===== config.mk =====
export PLATFORM = sky130hd
export DESIGN_NAME = fetch_unit
export DESIGN_NICKNAME = d
export VERILOG_FILES = /design/src/rtl/fetch_unit.sv
export SDC_FILE = /design/constraint.sdc
export NUM_CORES = 1
export LEC_CHECK = 0
export CAP_MARGIN = 20
export CORE_MARGIN = 8
export CORE_UTILIZATION = 45
export CTS_CLUSTER_SIZE = 16
export DETAILED_ROUTE_END_ITERATION = 6
export PLACE_DENSITY = 0.66
export SYNTH_ARGS = -nofsm -noshare
export SYNTH_HDL_FRONTEND = slang
export SYNTH_SLANG_ARGS = --single-unit

===== constraint.sdc =====
create_clock -name clock -period 4.2 [get_ports clock]
set_input_delay 0.84 -clock clock [delete_from_list [all_inputs] [get_ports clock]]
set_output_delay 0.84 -clock clock [all_outputs]
set_load 0.1 [all_outputs]

===== src/rtl/fetch_unit.sv =====
// -----------------------------------------------------------------------------
// fetch_unit
//   Instruction-fetch stage. Owns the fetch PC, issues in-order word requests to
//   instruction memory, buffers the returned words with their PCs in a small
//   queue, and hands the queue head to decode over a valid/ready handshake.
//   A redirect from execute (branch_taken + branch_target) clears the queue
//   and discards every response that is still in flight.
//
//   Optional feature: define FETCH_PERF_EN to add three saturating
//   performance counters (perf_fetched, perf_flushed, perf_stall).
//
// Parameters
//   QUEUE_DEPTH      instruction queue entries (power of 2, >= 2)
//   MAX_OUTSTANDING  max requests accepted by memory but not yet answered
//   RESET_PC         first fetch address after reset
//
// Ports
//   clock, reset_n            rising-edge clock, async active-low reset
//   imem_req / imem_addr      fetch request and word-aligned address
//   imem_ready                memory accepts the request this cycle
//   imem_rsp_valid / _data    in-order response from memory
//   branch_taken / _target    single-cycle redirect from execute
//   insn_valid / insn_ready   queue head handshake toward decode
//   insn_out / pc_out         queue head instruction and its PC
//   perf_* (FETCH_PERF_EN)    fetched / flushed / stall-cycle counters
// -----------------------------------------------------------------------------
module fetch_unit #(
   parameter int unsigned QUEUE_DEPTH     = 4,
   parameter int unsigned MAX_OUTSTANDING = 2,
   parameter logic [31:0] RESET_PC        = 32'h8002_0000
) (
   input  logic        clock,
   input  logic        reset_n,
   output logic        imem_req,
   output logic [31:0] imem_addr,
   input  logic        imem_ready,
   input  logic        imem_rsp_valid,
   input  logic [31:0] imem_rsp_data,
   input  logic        branch_taken,
   input  logic [31:0] branch_target,
   output logic        insn_valid,
   input  logic        insn_ready,
   output logic [31:0] insn_out,
   output logic [31:0] pc_out
`ifdef FETCH_PERF_EN
   ,
   output logic [31:0] perf_fetched,
   output logic [31:0] perf_flushed,
   output logic [31:0] perf_stall
`endif
);

   localparam int unsigned QAW = $clog2(QUEUE_DEPTH);
   localparam int unsigned QCW = QAW + 1;
   localparam int unsigned OCW = $clog2(MAX_OUTSTANDING + 1);
   localparam int unsigned PAW = (MAX_OUTSTANDING > 1) ? $clog2(MAX_OUTSTANDING) : 1;

   typedef enum logic [1:0] {IDLE, RUN, DRAIN} state_t;

   state_t         state;
   logic [31:0]    fetch_pc;
   logic [OCW-1:0] outstanding;   // live requests whose responses will be enqueued
   logic [OCW-1:0] drop_cnt;      // responses still to be thrown away after a redirect

   // Per-request PC FIFO: one entry per outstanding request, oldest at pf_rd.
   logic [31:0]    pc_fifo [MAX_OUTSTANDING];
   logic [PAW-1:0] pf_wr, pf_rd;

   // Instruction queue.
   logic [31:0]    q_pc   [QUEUE_DEPTH];
   logic [31:0]    q_insn [QUEUE_DEPTH];
   logic [QAW-1:0] q_wr, q_rd;
   logic [QCW-1:0] q_cnt;

   logic           credit, accept, rsp_run, rsp_drain, push, pop;
   logic [OCW-1:0] drop_next;
   logic           unused_target_bits;

   assign unused_target_bits = ^branch_target[1:0];

   function automatic logic [PAW-1:0] pf_next(input logic [PAW-1:0] p);
      return (32'(p) == MAX_OUTSTANDING - 1) ? '0 : p + PAW'(1);
   endfunction

   // Every accepted request reserves a queue slot, so a response can never
   // find the queue full; the request is held once raised because pops and
   // responses only ever free credit.
   assign credit    = (32'(q_cnt) + 32'(outstanding) < QUEUE_DEPTH) &&
                      (32'(outstanding) < MAX_OUTSTANDING);
   assign imem_req  = (state == RUN) && credit;
   assign imem_addr = fetch_pc;
   assign accept    = imem_req && imem_ready;

   // Responses only count when something is expected; stray ones are ignored.
   assign rsp_run   = imem_rsp_valid && (state == RUN)   && (outstanding != '0);
   assign rsp_drain = imem_rsp_valid && (state == DRAIN) && (drop_cnt != '0);
   assign push      = rsp_run && !branch_taken;
   assign pop       = insn_valid && insn_ready;

   // Responses still owed by memory after this cycle, used when redirecting:
   // in RUN everything in flight (including a request accepted right now)
   // becomes garbage; in DRAIN the existing count keeps running down.
   always_comb begin
      drop_next = '0;
      if (state == DRAIN)
         drop_next = drop_cnt - OCW'(rsp_drain);
      else if (state == RUN)
         drop_next = outstanding + OCW'(accept) - OCW'(rsp_run);
   end

   // ---------------------------------------------------------------- control
   always_ff @(posedge clock or negedge reset_n) begin
      if (!reset_n) begin
         state       <= IDLE;
         fetch_pc    <= RESET_PC;
         outstanding <= '0;
         drop_cnt    <= '0;
         pf_wr       <= '0;
         pf_rd       <= '0;
      end else if (branch_taken) begin
         fetch_pc    <= {branch_target[31:2], 2'b00};
         outstanding <= '0;
         pf_wr       <= '0;
         pf_rd       <= '0;
         drop_cnt    <= drop_next;
         state       <= (drop_next != '0) ? DRAIN : RUN;
      end else begin
         case (state)
            IDLE: state <= RUN;
            RUN: begin
               if (accept) begin
                  fetch_pc <= fetch_pc + 32'd4;
                  pf_wr    <= pf_next(pf_wr);
               end
               if (rsp_run)
                  pf_rd <= pf_next(pf_rd);
               outstanding <= outstanding + OCW'(accept) - OCW'(rsp_run);
            end
            DRAIN: begin
               drop_cnt <= drop_next;
               if (drop_next == '0)
                  state <= RUN;
            end
            default: state <= IDLE;
         endcase
      end
   end

   always_ff @(posedge clock) begin
      if (accept)
         pc_fifo[pf_wr] <= fetch_pc;
   end

   // ---------------------------------------------------------------- queue
   always_ff @(posedge clock or negedge reset_n) begin
      if (!reset_n) begin
         q_wr  <= '0;
         q_rd  <= '0;
         q_cnt <= '0;
      end else if (branch_taken) begin
         q_wr  <= '0;
         q_rd  <= '0;
         q_cnt <= '0;
      end else begin
         if (push) q_wr <= q_wr + QAW'(1);
         if (pop)  q_rd <= q_rd + QAW'(1);
         q_cnt <= q_cnt + QCW'(push) - QCW'(pop);
      end
   end

   always_ff @(posedge clock) begin
      if (push) begin
         q_pc[q_wr]   <= pc_fifo[pf_rd];
         q_insn[q_wr] <= imem_rsp_data;
      end
   end

   // Head is forced to zero while empty so decode never sees stale storage.
   assign insn_valid = (q_cnt != '0);
   assign insn_out   = insn_valid ? q_insn[q_rd] : 32'd0;
   assign pc_out     = insn_valid ? q_pc[q_rd]   : 32'd0;

   a_no_push_on_full: assert property (@(posedge clock) disable iff (!reset_n)
      !(push && q_cnt == QCW'(QUEUE_DEPTH)));

`ifdef FETCH_PERF_EN
   // ---------------------------------------------------------------- perf
   function automatic logic [31:0] sat_add(input logic [31:0] a, input logic [31:0] b);
      logic [32:0] s;
      s = {1'b0, a} + {1'b0, b};
      return s[32] ? 32'hFFFF_FFFF : s[31:0];
   endfunction

   // Flushed work: entries wiped from the queue (minus one popped in the same
   // cycle) plus every response thrown away, whether in the redirect cycle
   // itself or later while draining.
   logic [31:0] flush_amt;
   always_comb begin
      flush_amt = 32'd0;
      if (branch_taken)
         flush_amt = 32'(q_cnt) - 32'(pop) + 32'(rsp_run);
      if (rsp_drain)
         flush_amt = flush_amt + 32'd1;
   end

   always_ff @(posedge clock or negedge reset_n) begin
      if (!reset_n) begin
         perf_fetched <= 32'd0;
         perf_flushed <= 32'd0;
         perf_stall   <= 32'd0;
      end else begin
         perf_fetched <= sat_add(perf_fetched, 32'(push));
         perf_flushed <= sat_add(perf_flushed, flush_amt);
         perf_stall   <= sat_add(perf_stall, 32'((state == RUN) && !accept));
      end
   end
`endif

endmodule


==> out/qor.csv, run 1 <==
stage,metric,value,unit
run_status,outcome,finished clean,
pwr,Leak,5.98,nW
cells_and_area,"most common cell after layout, fill and taps aside",edfxtp_1,
synth,Post-synth ARST share,0.127,
pwr,clock power share,0.252,
timing,Max Freq,287,MHz
clocking,postcts setup bufs,0,
clocking,Longest Clk Path Bufs,3,
pwr,Int Power,7.71,mW
global_routing,largest net degree at the start of global routing,78,
setup_path,CP Launch Type,register,
place,"Cell Area, Placed",0.0163,sq mm
timing,final setup TNS,0,ps
setup_path,CP Class,reg -> out,
drt,DR vias,7232,
die,num rows,65,
drt,drt first pass iters,4,
timing,"Slew Viols, Final",0,
synth,Syn Inst Count,786,
synth,Main synth FF type,edfxtp_1,
drt,ANT nets after route,0,
timing,Final Hold Vio Count,0,
global_routing,initial antenna violation count,0,
drt,DRC,0,
place,Detailed Place HPWL,18.2,mm
timing,max_slew headroom,0.297,
pwr,switching power,5.43,mW
global_routing,Tot GR Track Use,0.150,
timing,WHS,174,ps
clocking,TritonCTS clock tree,yes,
place,dpl cells,1321,
die,Die X,194,um
setup_path,Worst Path Arrival,2650,ps
clocking,CTS sink count,353,
synth,"EDFF count, synth",308,
die,die area,0.0378,sq mm
place,Final GP Congestion,0.765,
timing,Slew @ Worst Pin,1050,ps
job,Max-Cap Viols,0,
drt,per-cell routed wire length,20.7,um
synth,syn_area_per_cell,18.2,sq um
synth,yosys synthesis warning count,0,
cells_and_area,Antenna Cells,0,
drt,post-DR vias/cell,5.23,
setup_path,cell chain of the critical path,or3_2 > clkdlybuf4s50_1,
clocking,Worst-Skew Late Latency,520,ps
timing,fin crit period,3490,ps
pwr,Pwr Total,13.1,mW
clocking,"Hold-fix buffers, CTS",0,
die,Core Area,0.0315,sq mm
global_routing,residual overflow from global routing,0,
clocking,Post-CTS Resized,0,
synth,Yosys cell types,49,
die,Initial Util,0.455,
cells_and_area,share of cells above drive strength 1,0.255,
setup_path,WP data required,3360,ps
global_routing,vias in the first global route,7645,
drt,drt initial violations,334,
pwr,switching share of power,0.413,
synth,post-synthesis sequential area ratio,0.724,
timing,setup violators final,0,
cells_and_area,most frequent cells in the layout,"308 x edfxtp_1, 96 x clkdlybuf4s50_1, 70 x buf_4, 66 x and2_1, 62 x mux4_2",
setup_path,"Slowest-stage cell, CP",clkdlybuf4s50_1,
timing,final worst path period share,0.831,
cells_and_area,Area Overhead vs Synth,22.3,%
setup_path,largest stage delay on the critical path,1030,ps
global_routing,first-pass GRT wire length,44.9,mm
place,PortBufs,161,
worst_hold_path,worst min-delay path category,in -> async,
synth,Syn Std Cell Area,0.0143,sq mm
pwr,Sequential Power Share,0.346,
timing,unrepaired setup endpoints after global routing,no,
pwr,Logic pwr share,0.402,
setup_path,maximum fanout along the worst path,14,
cells_and_area,Fill cells,2437,
timing,Worst Skew,26.1,ps
pwr,VDD IR max,0.000429,V
clocking,CTS root buf,clkbuf_16,
die,I/O pin count,168,
clocking,clock-pin slew on the worst setup and hold paths,60,ps
die,Die Ht,194,um
clocking,total CTS buffers,38,
synth,Synth Register Bits,353,
pwr,Pwr per Cell Area,750,mW/mm^2
cells_and_area,Finished Layout Cells,1384,
setup_path,CP Capture Type,primary output,
cells_and_area,Layout Nets,1042,
drt,Post-Route WL,28.7,mm
clocking,htree depth,2,
cells_and_area,fin area,0.0175,sq mm
stage by stage:
stage                     utilization  setup WS [ps]
after floorplan                     -            793
after global placement          0.517            745
after detailed placement        0.517            718
after CTS                       0.556            666
after global routing            0.557            597
final                           0.557            710
worst max-delay path: cells and delay by family, from the launching register on:
family | cells | cell delay [ps]
buffers and inverters | 1 | 1030
and+or+nand+nor | 1 | 660
DFF | 1 | 430
flip-flops by register name (all words and copies together), names as in the netlist:
register	cells
drop_cnt	2
imem_addr	30
outstanding	2
pc_fifo	60
pf_rd	1
pf_wr	1
q_cnt	3
q_insn	128
q_pc	120
q_rd	2
q_wr	2
state	2
synth_stat cells (all sizes together), types with 11 or more instances:
library cell    n  area [sq um]
mux4           62          1400
and2           70           438
buf            21           148
xor2           12           105
nand3          16          85.1
dfrtp          43          1080
nand2          37           139
o21ai          29           145
ha             11           138
xnor2          26           228
nor2           14          52.6
mux2           33           372
edfxtp        308          9250
clkbuf         24          90.1
per-layer routing:
layer / part of all wire / track usage / wire [um] / vias up
li1: - / - / - / 3370
met1: 0.46 / 0.202 / 13100 / 3654
met2: 0.47 / 0.245 / 13600 / 173
met3: 0.053 / 0.0368 / 1510 / 35
met4: 0.016 / 0.0345 / 459 / 0
met5: 0 / 0 / 0 / -
power groups by stage:
stage / combinational, mW / clock (mW) / sequential [mW]
floorplan: 4.08 / 0 / 4.69
global placement: 5.33 / 0 / 4.61
detailed placement: 5.35 / 0 / 4.62
CTS: 5.36 / 3.39 / 4.55
global route: 5.55 / 3.52 / 4.59
finish: 5.29 / 3.31 / 4.55
final cells by class:
| cell class | count | area [sq um] | area share |
|---|---|---|---|
| multi-input combinational | 381 | 3690 | 0.211 |
| sequential | 353 | 10400 | 0.593 |
| clock buffer | 42 | 966 | 0.0551 |
| clock inverter | 20 | 273 | 0.0156 |
| timing repair buffer | 176 | 1660 | 0.0946 |
| tap | 402 | 503 | 0.0287 |
| inverter | 10 | 45.0 | 0.00257 |
final timing paths:
path | from | end | slack (ps) | depth (start not counted)
setup / recovery | q_cnt[1]$_DFF_PN0_ | insn_valid | 710 | 2
hold / removal | reset_n | imem_addr[27]$_DFFE_PN0P_ | 170 | 1
setup reg to reg | outstanding[1]$_DFFE_PN0P_ | state[0]$_DFFE_PN0P_ | 1300 | 12
hold reg to reg | state[0]$_DFFE_PN0P_ | state[0]$_DFFE_PN0P_ | 460 | 1
max in group asynchronous | reset_n | imem_addr[17]$_DFFE_PN1P_ | 3520 | 2
min in group clock | state[0]$_DFFE_PN0P_ | state[0]$_DFFE_PN0P_ | 460 | 1
kinds of logic (layout without fill, tap and decap cells):
family | Yosys count | in the layout | synth area share
buffers and inverters | 55 | 248 | 0.0197
adder cells (fa/ha/maj) | 12 | 12 | 0.0110
XOR/XNOR | 38 | 38 | 0.0232
AND/OR/NAND/NOR | 191 | 191 | 0.0810
other | 1 | 4 | 0.000262
multiplexers | 98 | 98 | 0.126
AO/OA/AOI/OAI | 38 | 38 | 0.0148
flip-flops | 353 | 353 | 0.724
Note: power is estimated with default switching activity, not from simulation.
==> run 2: changes to the inputs <==
--- a/config.mk
+++ b/config.mk
@@ -10,7 +10,7 @@
 export CORE_UTILIZATION = 45
 export CTS_CLUSTER_SIZE = 16
 export DETAILED_ROUTE_END_ITERATION = 6
-export PLACE_DENSITY = 0.66
+export PLACE_DENSITY = 0.69
 export SYNTH_ARGS = -nofsm -noshare
 export SYNTH_HDL_FRONTEND = slang
 export SYNTH_SLANG_ARGS = --single-unit
==> constraint.sdc (replaced) <==
create_clock -name clock -period 3.1 [get_ports clock]
set_input_delay 0.62 -clock clock [delete_from_list [all_inputs] [get_ports clock]]
set_output_delay 0.62 -clock clock [all_outputs]
set_load 0.1 [all_outputs]
==> run 2 against run 1 <==
  * Global-route usage up 0.22 points
  * Die area is the same
  * Critical path type unchanged
  * Via count up 2.9%
==> out/qor.csv, run 2 (synthesis gave the netlist of run 1 again) <==
stage,metric,value,unit,change
setup_path,Buf/Inv on CP,2,,was 1
run_status,outcome,finished clean,,unchanged
cells_and_area,Fill cells,2363,,was 2437
timing,setup violators final,0,,unchanged
timing,"Slew Viols, Final",0,,unchanged
pwr,Leak,6.25,nW,was 5.98 nW
drt,post-DR vias/cell,5.29,,was 5.23
setup_path,"Slowest-stage cell, CP",or3_2,,was clkdlybuf4s50_1
setup_path,Worst Path Arrival,2330,ps,was 2650 ps
cells_and_area,Regs by FF count,"q_insn: 128 flops, q_pc: 120 flops, pc_fifo: 60 flops",,unchanged
timing,setup slack after layout,154,ps,was 710 ps
die,Die X,194,um,unchanged
pwr,switching power,7.53,mW,was 5.43 mW
setup_path,path depth of the worst reg2reg path,12,,unchanged
cells_and_area,Layout Nets,1056,,was 1042
drt,ANT nets after route,0,,unchanged
timing,Max Freq,339,MHz,
place,"Cell Area, Placed",0.0168,sq mm,was 0.0163 sq mm
die,Core Area,0.0315,sq mm,unchanged
setup_path,maximum fanout along the worst path,63,,was 14
timing,Worst Skew,24.7,ps,was 26.1 ps
clocking,clock-pin slew on the worst setup and hold paths,60,ps,about the same
timing,final worst path period share,0.950,,
place,Place WS,116,ps,was 718 ps
setup_path,origin of the worst setup path,q_cnt[1]$_DFF_PN0_,,unchanged
global_routing,vias in the first global route,7855,,was 7645
pwr,VDD IR max,0.000583,V,was 0.000429 V
global_routing,initial antenna violation count,0,,unchanged
die,die area,0.0378,sq mm,unchanged
setup_path,CP Class,reg -> out,,unchanged
die,Die Ht,194,um,unchanged
timing,Final Hold Vio Count,0,,unchanged
setup_path,CP Capture Type,primary output,,unchanged
cells_and_area,Area Overhead vs Synth,26.4,%,was 22.3%
setup_path,WP data required,2480,ps,was 3360 ps
drt,per-cell routed wire length,20.5,um,was 20.7 um
pwr,Sequential Power Share,0.323,,was 0.346
cells_and_area,footprint of the multi-input gates,0.00369,sq mm,unchanged
setup_path,Worst Setup EP,pc_out[9],,was insn_valid
clocking,Post-CTS Resized,0,,unchanged
timing,max_slew headroom,0.530,,was 0.297
drt,drt initial violations,378,,was 334
job,Max-Cap Viols,0,,unchanged
timing,fin crit period,2950,ps,
cells_and_area,share of cells above drive strength 1,0.298,,was 0.255
setup_path,Crit path depth,4,,was 2
timing,Slew @ Worst Pin,705,ps,was 1050 ps
drt,DR vias,7443,,was 7232
setup_path,r2r startpoint,outstanding[1]$_DFFE_PN0P_,,unchanged
setup_path,largest stage delay on the critical path,500,ps,was 1030 ps
setup_path,CP Launch Type,register,,unchanged
timing,WHS,473,ps,was 174 ps
global_routing,Tot GR Track Use,0.152,,was 0.150
cells_and_area,fin area,0.0181,sq mm,was 0.0175 sq mm
clocking,Worst-Skew Late Latency,520,ps,about the same
cells_and_area,Largest register FFs,128,,unchanged
timing,unrepaired setup endpoints after global routing,no,,unchanged
pwr,Logic pwr share,0.436,,was 0.402
cells_and_area,FF+latch area,0.0104,sq mm,about the same
pwr,switching share of power,0.402,,was 0.413
clocking,TritonCTS clock tree,yes,,unchanged
global_routing,first-pass GRT wire length,45.6,mm,was 44.9 mm
die,Initial Util,0.455,,unchanged
setup_path,worst r2r dst,state[0]$_DFFE_PN0P_,,unchanged
clocking,htree depth,2,,unchanged
cells_and_area,Reg with most FFs,q_insn,,unchanged
global_routing,largest net degree at the start of global routing,78,,unchanged
clocking,CTS root buf,clkbuf_16,,unchanged
drt,Post-Route WL,28.8,mm,was 28.7 mm
setup_path,cell mode on critical path,buf_4,,
global_routing,residual overflow from global routing,0,,unchanged
drt,DRC,0,,unchanged
pwr,Int Power,11.2,mW,was 7.71 mW
place,Final GP Congestion,0.766,,was 0.765
die,I/O pin count,168,,unchanged
setup_path,"delay-heaviest family, CP",simple AND/OR/NAND/NOR gates,,was buffers and inverters
clocking,CTS sink count,353,,unchanged
drt,drt first pass iters,4,,unchanged
cells_and_area,"most common cell after layout, fill and taps aside",edfxtp_1,,unchanged
setup_path,R2R Setup Slk,470,ps,was 1300 ps
pwr,clock power share,0.241,,was 0.252
worst_hold_path,worst min-delay path category,reg -> reg,,was in -> async
pwr,Pwr per Cell Area,1030,mW/mm^2,was 750 mW/mm^2
clocking,Longest Clk Path Bufs,3,,unchanged
cells_and_area,Antenna Cells,0,,unchanged
cells_and_area,most frequent cells in the layout,"308 x edfxtp_1, 72 x buf_4, 66 x and2_1, 65 x clkdlybuf4s50_1, 62 x mux4_2",,"was 308 x edfxtp_1, 96 x clkdlybuf4s50_1, 70 x buf_4, 66 x and2_1, 62 x mux4_2"
clocking,total CTS buffers,38,,unchanged
place,PortBufs,161,,unchanged
setup_path,cell chain of the critical path,or3_2 > buf_4 > and2_1 > buf_4,,was or3_2 > clkdlybuf4s50_1
die,num rows,65,,unchanged
place,Detailed Place HPWL,18.6,mm,was 18.2 mm
timing,final setup TNS,0,ps,unchanged
-- run 2: worst register-to-register path: stages, from the launching register on --
cell and delay (ps):
dfrtp_1 450, ha_1 220, nor3_1 200, and4_4 310, inv_8 80, ha_1 290, inv_1 40, ha_1 180
xnor2_1 220, xnor2_1 180, nor2_1 80, o21ai_0 180, a21oi_1 80
-- run 2: what timing repair did --
action	CTS	global route
setup buffers	2	0
endpoints found under the hold margin	9	0
setup endpoints to repair	3	0
hold buffers	1	0
-- run 2: stage by stage --
step                      std cells   util  power [mW]
after global routing           1406  0.575        19.4
final                          1406  0.575        18.7
after detailed placement       1333  0.534        14.4
after CTS                      1406  0.575        19.0
after floorplan                 789      -        11.9
after global placement         1333  0.534        14.3
-- run 2: layer usage --
layer / vias up / routed length [um] / global-route usage
met1: 3812 / 13400 / 0.211
met3: 35 / 1410 / 0.0323
met4: 0 / 453 / 0.0368
met5: - / 0 / 0
met2: 194 / 13600 / 0.245
li1: 3402 / - / -
-- run 2: final cells by class --
class / instances / share of cell area
Sequential cell: 353 / 0.573
Multi-Input combinational cell: 381 / 0.204
Timing Repair Buffer: 190 / 0.122
Clock buffer: 49 / 0.0594
Tap cell: 402 / 0.0278
Clock inverter: 21 / 0.0113
Inverter: 10 / 0.00249
-- run 2: how the worst min path moves through the flow --
| stage | startpoint | to | slack (ps) | cells after the start |
|---|---|---|---|---|
| after detailed placement | state[0]$_DFFE_PN0P_ | state[0]$_DFFE_PN0P_ | 460 | 1 |
| final | state[0]$_DFFE_PN0P_ | state[0]$_DFFE_PN0P_ | 470 | 1 |
| after CTS | state[0]$_DFFE_PN0P_ | state[0]$_DFFE_PN0P_ | 470 | 1 |
| after global placement | state[0]$_DFFE_PN0P_ | state[0]$_DFFE_PN0P_ | 440 | 1 |
| after floorplan | reset_n | drop_cnt[0]$_DFFE_PN0P_ | 320 | 0 |
| after global routing | reset_n | pf_rd$_DFFE_PN0P_ | 520 | 2 |
-- run 2: power groups by stage --
stage / sequential [mW] / combinational, mW / clock (mW)
global route: 6.10 / 8.55 / 4.79
detailed placement: 6.19 / 8.22 / 0
global placement: 6.17 / 8.16 / 0
floorplan: 6.35 / 5.54 / 0
CTS: 6.05 / 8.30 / 4.61
finish: 6.05 / 8.17 / 4.52
==> run 3: changes to the inputs <==
--- a/config.mk
+++ b/config.mk
@@ -11,6 +11,8 @@
 export CTS_CLUSTER_SIZE = 16
 export DETAILED_ROUTE_END_ITERATION = 6
 export PLACE_DENSITY = 0.69
+export SLEW_MARGIN = 40
 export SYNTH_ARGS = -nofsm -noshare
 export SYNTH_HDL_FRONTEND = slang
 export SYNTH_SLANG_ARGS = --single-unit
+export TNS_END_PERCENT = 10
==> run 3 against run 2 <==
  * First-iteration DRC count decreased by 5.0%
  * Clock-buffer cell count rose by 2
  * Final area is 2.0% higher
  * Sequential power hardly changed
  * Worst setup slack gained 16 ps
  * Clock skew is 12 ps lower
  * Critical path depth is the same
  * Fmax increased by 0.54%
  * Critical path type unchanged
  * Clock power rose by 3%
  * Final cell count is 0.43% higher
==> out/qor.csv, run 3 (synthesis gave the netlist of run 1 again) <==
stage,metric,value,unit,change
place,Detailed Place HPWL,18.2,mm,was 18.6 mm
cells_and_area,fin area,0.0185,sq mm,was 0.0181 sq mm
die,die area,0.0378,sq mm,unchanged
setup_path,origin of the worst setup path,q_rd[0]$_DFFE_PN0P_,,was q_cnt[1]$_DFF_PN0_
place,PortBufs,161,,unchanged
cells_and_area,Layout Nets,1064,,was 1056
setup_path,CP Class,reg -> out,,unchanged
timing,final worst path period share,0.945,,was 0.950
drt,drt initial violations,359,,was 378
timing,Max Freq,341,MHz,was 339 MHz
timing,Final Hold Vio Count,0,,unchanged
setup_path,largest stage delay on the critical path,590,ps,was 500 ps
setup_path,worst r2r dst,state[0]$_DFFE_PN0P_,,unchanged
clocking,htree depth,2,,unchanged
die,I/O pin count,168,,unchanged
cells_and_area,Fill cells,2352,,was 2363
setup_path,maximum fanout along the worst path,24,,was 63
pwr,Pwr per Cell Area,1050,mW/mm^2,was 1030 mW/mm^2
job,Max-Cap Viols,0,,unchanged
setup_path,path depth of the worst reg2reg path,12,,unchanged
timing,final setup TNS,0,ps,unchanged
global_routing,vias in the first global route,8029,,was 7855
clocking,CTS root buf,clkbuf_16,,unchanged
die,Die Ht,194,um,unchanged
clocking,TritonCTS clock tree,yes,,unchanged
cells_and_area,footprint of the multi-input gates,0.00369,sq mm,unchanged
pwr,VDD IR max,0.000719,V,was 0.000583 V
timing,Worst Skew,12.6,ps,was 24.7 ps
drt,per-cell routed wire length,19.9,um,was 20.5 um
timing,setup slack after layout,170,ps,was 154 ps
place,"Cell Area, Placed",0.0171,sq mm,was 0.0168 sq mm
timing,"Slew Viols, Final",0,,unchanged
cells_and_area,most frequent cells in the layout,"308 x edfxtp_1, 71 x buf_12, 66 x and2_1, 65 x clkdlybuf4s50_1, 62 x mux4_2",,"was 308 x edfxtp_1, 72 x buf_4, 66 x and2_1, 65 x clkdlybuf4s50_1, 62 x mux4_2"
cells_and_area,Area Overhead vs Synth,29.0,%,was 26.4%
place,Final GP Congestion,0.814,,was 0.766
setup_path,R2R Setup Slk,440,ps,was 470 ps
setup_path,WP data required,2480,ps,about the same
timing,Slew @ Worst Pin,706,ps,was 705 ps
clocking,Longest Clk Path Bufs,3,,unchanged
cells_and_area,Antenna Cells,0,,unchanged
timing,unrepaired setup endpoints after global routing,no,,unchanged
drt,drt first pass iters,5,,was 4
cells_and_area,utilization after layout,0.587,,was 0.575
cells_and_area,FF+latch area,0.0104,sq mm,about the same
setup_path,CP Launch Type,register,,unchanged
die,Die X,194,um,unchanged
global_routing,residual overflow from global routing,0,,unchanged
drt,Post-Route WL,28.2,mm,was 28.8 mm
drt,DR vias,7381,,was 7443
setup_path,r2r startpoint,outstanding[1]$_DFFE_PN0P_,,unchanged
pwr,Leak,6.38,nW,was 6.25 nW
cells_and_area,Regs by FF count,"q_insn: 128 flops, q_pc: 120 flops, pc_fifo: 60 flops",,unchanged
cells_and_area,share of cells above drive strength 1,0.302,,was 0.298
setup_path,cell mode on critical path,buf_12,,was buf_4
clocking,total CTS buffers,38,,unchanged
drt,post-DR vias/cell,5.23,,was 5.29
die,Core Area,0.0315,sq mm,unchanged
cells_and_area,"most common cell after layout, fill and taps aside",edfxtp_1,,unchanged
setup_path,"Slowest-stage cell, CP",dfrtp_4,,was or3_2
drt,ANT nets after route,0,,unchanged
worst_hold_path,worst min-delay path category,reg -> reg,,unchanged
clocking,Worst-Skew Late Latency,510,ps,was 520 ps
timing,fin crit period,2930,ps,was 2950 ps
setup_path,CP Capture Type,primary output,,unchanged
run_status,outcome,finished clean,,unchanged
global_routing,Tot GR Track Use,0.149,,was 0.152
global_routing,first-pass GRT wire length,45.0,mm,was 45.6 mm
clocking,clock-pin slew on the worst setup and hold paths,60,ps,about the same
global_routing,largest net degree at the start of global routing,78,,unchanged
place,Place WS,170,ps,was 116 ps
setup_path,Worst Setup EP,pc_out[29],,was pc_out[9]
die,Initial Util,0.455,,unchanged
setup_path,cell chain of the critical path,buf_12 > mux4_2 > and2_1 > buf_12,,was or3_2 > buf_4 > and2_1 > buf_4
global_routing,initial antenna violation count,0,,unchanged
timing,max_slew headroom,0.529,,was 0.530
cells_and_area,Reg with most FFs,q_insn,,unchanged
drt,DRC,0,,unchanged
clocking,Post-CTS Resized,0,,unchanged
die,num rows,65,,unchanged
timing,setup violators final,0,,unchanged
cells_and_area,Largest register FFs,128,,unchanged
clocking,CTS sink count,353,,unchanged
setup_path,Worst Path Arrival,2310,ps,was 2330 ps
run 3: final cells by class:
| cell class | count | share of cell area |
|---|---|---|
| flip-flops and latches | 353 | 0.562 |
| multi-input cells | 381 | 0.200 |
| repair buffers | 198 | 0.137 |
| clock buffers | 51 | 0.0586 |
| well taps | 402 | 0.0272 |
| clock inverters | 17 | 0.0127 |
| inverters | 10 | 0.00244 |
run 3: power by group:
| part | switching [mW] | internal, mW | leakage, nW | total, mW |
|---|---|---|---|---|
| clock | 1.72 | 2.95 | 0.642 | 4.67 |
| combinational | 5.62 | 3.09 | 2.40 | 8.71 |
| sequential | 0.272 | 5.80 | 3.34 | 6.07 |
run 3: per-stage QoR:
step	hold WS (ps)	instances	total power, mW
after floorplan	324	789	11.9
after global placement	441	1332	14.8
after detailed placement	462	1332	14.9
after CTS	470	1401	19.6
after global routing	532	1412	20.2
final	466	1412	19.4
run 3: repair_timing:
item,in CTS,in global routing
hold buffers,1,0
buffers inserted,0,11
endpoints found under the setup margin,0,30
hold endpoints to repair,13,0
run 3: worst min path at each step:
stage | startpoint | to | slack (ps) | depth (start not counted)
finish | state[0]$_DFFE_PN0P_ | state[0]$_DFFE_PN0P_ | 470 | 1
global route | state[0]$_DFFE_PN0P_ | state[0]$_DFFE_PN0P_ | 530 | 1
CTS | state[0]$_DFFE_PN0P_ | state[0]$_DFFE_PN0P_ | 470 | 1
detailed placement | state[0]$_DFFE_PN0P_ | state[0]$_DFFE_PN0P_ | 460 | 1
global placement | state[0]$_DFFE_PN0P_ | state[0]$_DFFE_PN0P_ | 440 | 1
floorplan | reset_n | drop_cnt[0]$_DFFE_PN0P_ | 320 | 0
run 3: worst max-delay path, delay by kind of cell, from the launching register on:
kind	cells	cell delay, ps
mux	1	530
buf+inv	2	450
simple gates	1	210
flops	1	590
run 3: layer usage:
metal,wire length (um),up-vias,GRT usage
met5,0,-,0
met4,507,0,0.0410
met3,1510,36,0.0345
met2,13200,217,0.239
met1,12900,3712,0.202
li1,-,3416,-
==> edit 1, RTL diff (config.mk and constraints of run 3) <==
Change the parameter `QUEUE_DEPTH` from 4 to 2.
--- a/src/rtl/fetch_unit.sv
+++ b/src/rtl/fetch_unit.sv
@@ -25,7 +25,7 @@
 //   perf_* (FETCH_PERF_EN)    fetched / flushed / stall-cycle counters
 // -----------------------------------------------------------------------------
 module fetch_unit #(
-   parameter int unsigned QUEUE_DEPTH     = 4,
+   parameter int unsigned QUEUE_DEPTH     = 2,
    parameter int unsigned MAX_OUTSTANDING = 2,
    parameter logic [31:0] RESET_PC        = 32'h8002_0000
 ) (
Formal check against the unedited RTL: not equivalent (a bounded check fails within 4 cycles, from zero or initial values and one cycle with reset_n low).
==> edit 1 against run 3 <==
Non-clock buffer count is 16 lower; synthesized area is 34% lower; setup slack worse by 0.081 ns; design area is 35% lower; power is 31% lower; die area is 32% lower; wire length is 24% lower; sequential cell count is 127 lower; clock skew is 0.0039 ns lower; via count is 18% lower; highest routed layer unchanged; critical endpoint is now imem_addr[29].
==> edit 1: results <==
[sta]
slew_headroom = 0.531
fmax_mhz = 332
finalClockSkew_ns = 0.00867

[placement]
dpl.hpwl_mm = 14.7
place_area_um2 = 11200
portBuffers = 161
place_inst = 1077
gp_congestion = 0.863
pre_cts_ws_ns = 0.0284

[finish]
reg.largest.list = q_insn: 64 flops, pc_fifo: 60 flops, q_pc: 60 flops
drive_gt1_frac = 0.235
diodes = 0
finalNetCount = 906
fillerInstances = 1653
fin_util = 0.579

[pwr]
leakage_nw = 4.28
peakVddDrop_v = 0.000877

[synth]
yosys_warnings = 0
synth-edff-count = 184
synth_common_cells = 184 x edfxtp_1, 93 x nor2_1, 63 x mux2i_1
syn_inst = 653
synth_top_flop_cell = edfxtp_1
synth-async-reset-ratio = 0.186
synth_cell_types = 46
yosys-top-cells-area = edfxtp_1 59%, dfrtp_1 11%, mux2i_1 6.7%, nor2_1 3.7%, mux2_2 3.7%
ys_seq_area_frac = 0.700

[routing]
wl_mm = 21.3
drt-pass1-iter-count = 5
drt_iter0_drc = 552
vias_per_cell = 5.37
post_drt_wl_per_cell_um = 19.0

[global_route]
grt_pass1_vias = 6083
track_usage = 0.161
grt_pass1_wl_mm = 33.3
grt_max_degree = 63
antenna_found_initial = 0

[worst_setup_path]
worst_path_max_delay_cell = or4b_4
cp.arrival_ns = 3.44
r2r_start = outstanding[0]
criticalPathCategory = register to register
slowest_delay_ns = 0.58
r2r_setup_slack_ns = 0.09
crit_fanout = 13
rr_endpoint = imem_addr[29]
r2r_cells = 7
cp_top_family = simple AND/OR/NAND/NOR gates
crit_start = outstanding[0]

[clock_tree]
cts_buffer_depth = 3
numCtsBuffers = 24
root_buffer = clkbuf_16
insertion_delay_ns = 0.50
clk_pin_slew_ns = 0.06
h-tree-depth = 1

[run_status]
outcome = finished clean

[min_path]
hold_path.class = input pin to async pin
==> edit 1: changes by cell type after synthesis, moves of 9 or more <==
cell	delta
xnor2_1	-16
mux4_2	-62
mux2i_1	+60
and2_1	-66
nand2_1	-12
a31oi_1	+19
o31ai_1	+13
buf_2	-9
or4_1	+16
edfxtp_1	-124
nor2_1	+79
==> edit 1: cells by family after synthesis <==
kind of cell / Yosys count / synth area share
AO/OA/AOI/OAI: 64 / 0.0434
XOR/XNOR: 16 / 0.0149
adder cells (fa/ha/maj): 7 / 0.0101
buffers and inverters: 45 / 0.0212
flip-flops: 226 / 0.700
multiplexers: 94 / 0.104
other: 1 / 0.000399
AND/OR/NAND/NOR: 200 / 0.105
==> edit 1: layout make-up <==
cell class / count / area share
clock buffers: 33 / 0.0598
clock inverters: 10 / 0.00646
inverters: 10 / 0.00312
multi-input cells: 385 / 0.221
flip-flops and latches: 226 / 0.548
well taps: 275 / 0.0286
repair buffers: 182 / 0.133
==> edit 1: per-layer routing <==
metal | global-route usage | up-vias | share of wire
met1 | 0.208 | 2949 | 0.42
met5 | 0 | - | 0
met4 | 0.0382 | 0 | 0.014
met3 | 0.0410 | 27 | 0.080
met2 | 0.266 | 238 | 0.49
li1 | - | 2804 | -
==> edit 1: worst min path at each step <==
stage / start / cells past startpoint / end / slack [ns]
6_report: reset_n / 1 / imem_addr[21] / 0.07
5_1_grt: reset_n / 1 / imem_addr[27] / 0.08
4_1_cts: reset_n / 1 / imem_addr[27] / 0.22
3_5_place_dp: pf_rd / 2 / pf_rd / 0.53
3_3_place_gp: drop_cnt[0] / 2 / drop_cnt[0] / 0.50
2_1_floorplan: reset_n / 0 / drop_cnt[0] / 0.32
==> edit 1: repair_timing <==
action                     CTS  global route
buffers inserted             0             1
setup endpoints to repair    0             3
gates resized for setup      0             1
==> edit 1: power breakdown <==
group	total, mW	switching, mW	internal, mW
Combinational	6.46	4.94	1.52
Sequential	4.18	0.307	3.87
Clock	2.79	1.09	1.70
Total	13.4	6.33	7.09
==> edit 1: worst register-to-register path, delay by kind of cell (launching register included) <==
family	cells	cell delay, ns
simple gates	4	1.69
buf+inv	1	0.18
compound gates	1	0.17
fa+ha+maj	1	0.51
flops	1	0.40
==> edit 2, RTL diff (flow settings as in run 3) <==
Made on the original files. Register the input `branch_target` before use. The logic sees it one clock later. The other inputs are not delayed to match.
--- a/src/rtl/fetch_unit.sv
+++ b/src/rtl/fetch_unit.sv
@@ -57,6 +57,12 @@
 
    typedef enum logic [1:0] {IDLE, RUN, DRAIN} state_t;
 
+   logic [31:0] branch_target_q;
+
+   always_ff @(posedge clock) begin
+      branch_target_q <= branch_target;
+   end
+
    state_t         state;
    logic [31:0]    fetch_pc;
    logic [OCW-1:0] outstanding;   // live requests whose responses will be enqueued
@@ -76,7 +82,7 @@
    logic [OCW-1:0] drop_next;
    logic           unused_target_bits;
 
-   assign unused_target_bits = ^branch_target[1:0];
+   assign unused_target_bits = ^branch_target_q[1:0];
 
    function automatic logic [PAW-1:0] pf_next(input logic [PAW-1:0] p);
       return (32'(p) == MAX_OUTSTANDING - 1) ? '0 : p + PAW'(1);
@@ -118,7 +124,7 @@
          pf_wr       <= '0;
          pf_rd       <= '0;
       end else if (branch_taken) begin
-         fetch_pc    <= {branch_target[31:2], 2'b00};
+         fetch_pc    <= {branch_target_q[31:2], 2'b00};
          outstanding <= '0;
          pf_wr       <= '0;
          pf_rd       <= '0;
Formal check against the unedited RTL: not equivalent (a bounded check fails within 4 cycles, from zero or initial values and one cycle with reset_n low).
==> edit 2 against run 3 <==
Utilization shrank 0.33 points; first-iteration DRC count grew 18%; wire length grew 4.7%; synthesized area grew 3.0%; design area grew 2.5%; sequential cell count grew 30; setup slack lost 0.0098 ns; power shrank 2.5%; largest cell class unchanged.
==> edit 2: results <==
[run_status]
outcome = finished clean

[global_route]
grt_pass1_vias = 8007
grt_use_met2 = 0.251
track_usage = 0.153
use_met1 = 0.204
grt_pass1_wl_mm = 46.1
grt_max_degree = 64

[synth]
synth_common_cells = 308 x edfxtp_1, 67 x and2_1, 62 x mux4_2
yosys-top-cells-area = edfxtp_1 63%, mux4_2 9.5%, dfrtp_1 7.3%, dfxtp_1 4.1%, and2_1 2.8%
ys_seq_area_frac = 0.744
synth-async-reset-ratio = 0.117
synth_cell_types = 48

[sta]
worst_slew_pin_slew_ns = 0.702
min_period_ns = 2.94

[min_path]
hold_path.class = input pin to async pin

[pwr]
leakage_nw = 6.55

[finish]
drive_gt1_frac = 0.284
fillerInstances = 2449
finalNetCount = 1086

[routing]
vias = 7555
drt-pass1-iter-count = 4
post_drt_wl_per_cell_um = 20.0
routed-wl-met2_mm = 14.2

[placement]
gp_congestion = 0.794
dpl.hpwl_mm = 18.9

[clock_tree]
numCtsBuffers = 40

[worst_setup_path]
r2r_setup_slack_ns = 0.24
-- edit 2: worst paths after layout --
kind,end,depth (start not counted)
worst max-delay path,insn_out[5],4
worst min register to register,imem_addr[3],2
min in group clock,imem_addr[3],2
worst max register to register,state[1],12
max in group asynchronous,imem_addr[31],2
worst min-delay path,imem_addr[23],1
-- edit 2: power by group through the flow --
stage | clock, mW | sequential, mW | combinational (mW)
after floorplan | 0 | 6.74 | 5.00
after global placement | 0 | 6.53 | 7.97
after detailed placement | 0 | 6.55 | 8.02
after CTS | 4.70 | 6.45 | 8.04
after global routing | 4.88 | 6.49 | 8.29
final | 4.59 | 6.44 | 7.92
-- edit 2: cell families after synthesis --
family          synth area share
xor+xnor                  0.0178
other cells             0.000254
flops                      0.744
fa+ha+maj                 0.0107
compound gates            0.0182
simple gates              0.0724
mux                        0.122
buf+inv                   0.0152
-- edit 2: area by class of cell --
type                       count  share of cell area
clock buffer                  52              0.0569
clock inverter                19             0.00984
inverter                      13             0.00258
multi-input combinational    376               0.190
sequential                   383               0.580
tap                          442              0.0292
timing repair buffer         190               0.132
-- edit 2: stage by stage --
stage | utilization | instances | cell area (µm²) | hold WS (ns) | setup TNS, ns
floorplan | - | 811 | 14800 | 0.324 | -0.783
global route | 0.584 | 1475 | 18900 | 0.190 | 0
global placement | 0.545 | 1404 | 17700 | 0.420 | 0
detailed placement | 0.545 | 1404 | 17700 | 0.423 | 0
CTS | 0.584 | 1475 | 18900 | 0.151 | 0
finish | 0.584 | 1475 | 18900 | 0.152 | 0
-- edit 2: worst max-delay path: cells and delay by family (launching register included) --
| family | cells | cell delay, ns |
|---|---|---|
| flops | 1 | 0.60 |
| mux | 1 | 0.54 |
| buf+inv | 2 | 0.43 |
| simple gates | 1 | 0.20 |
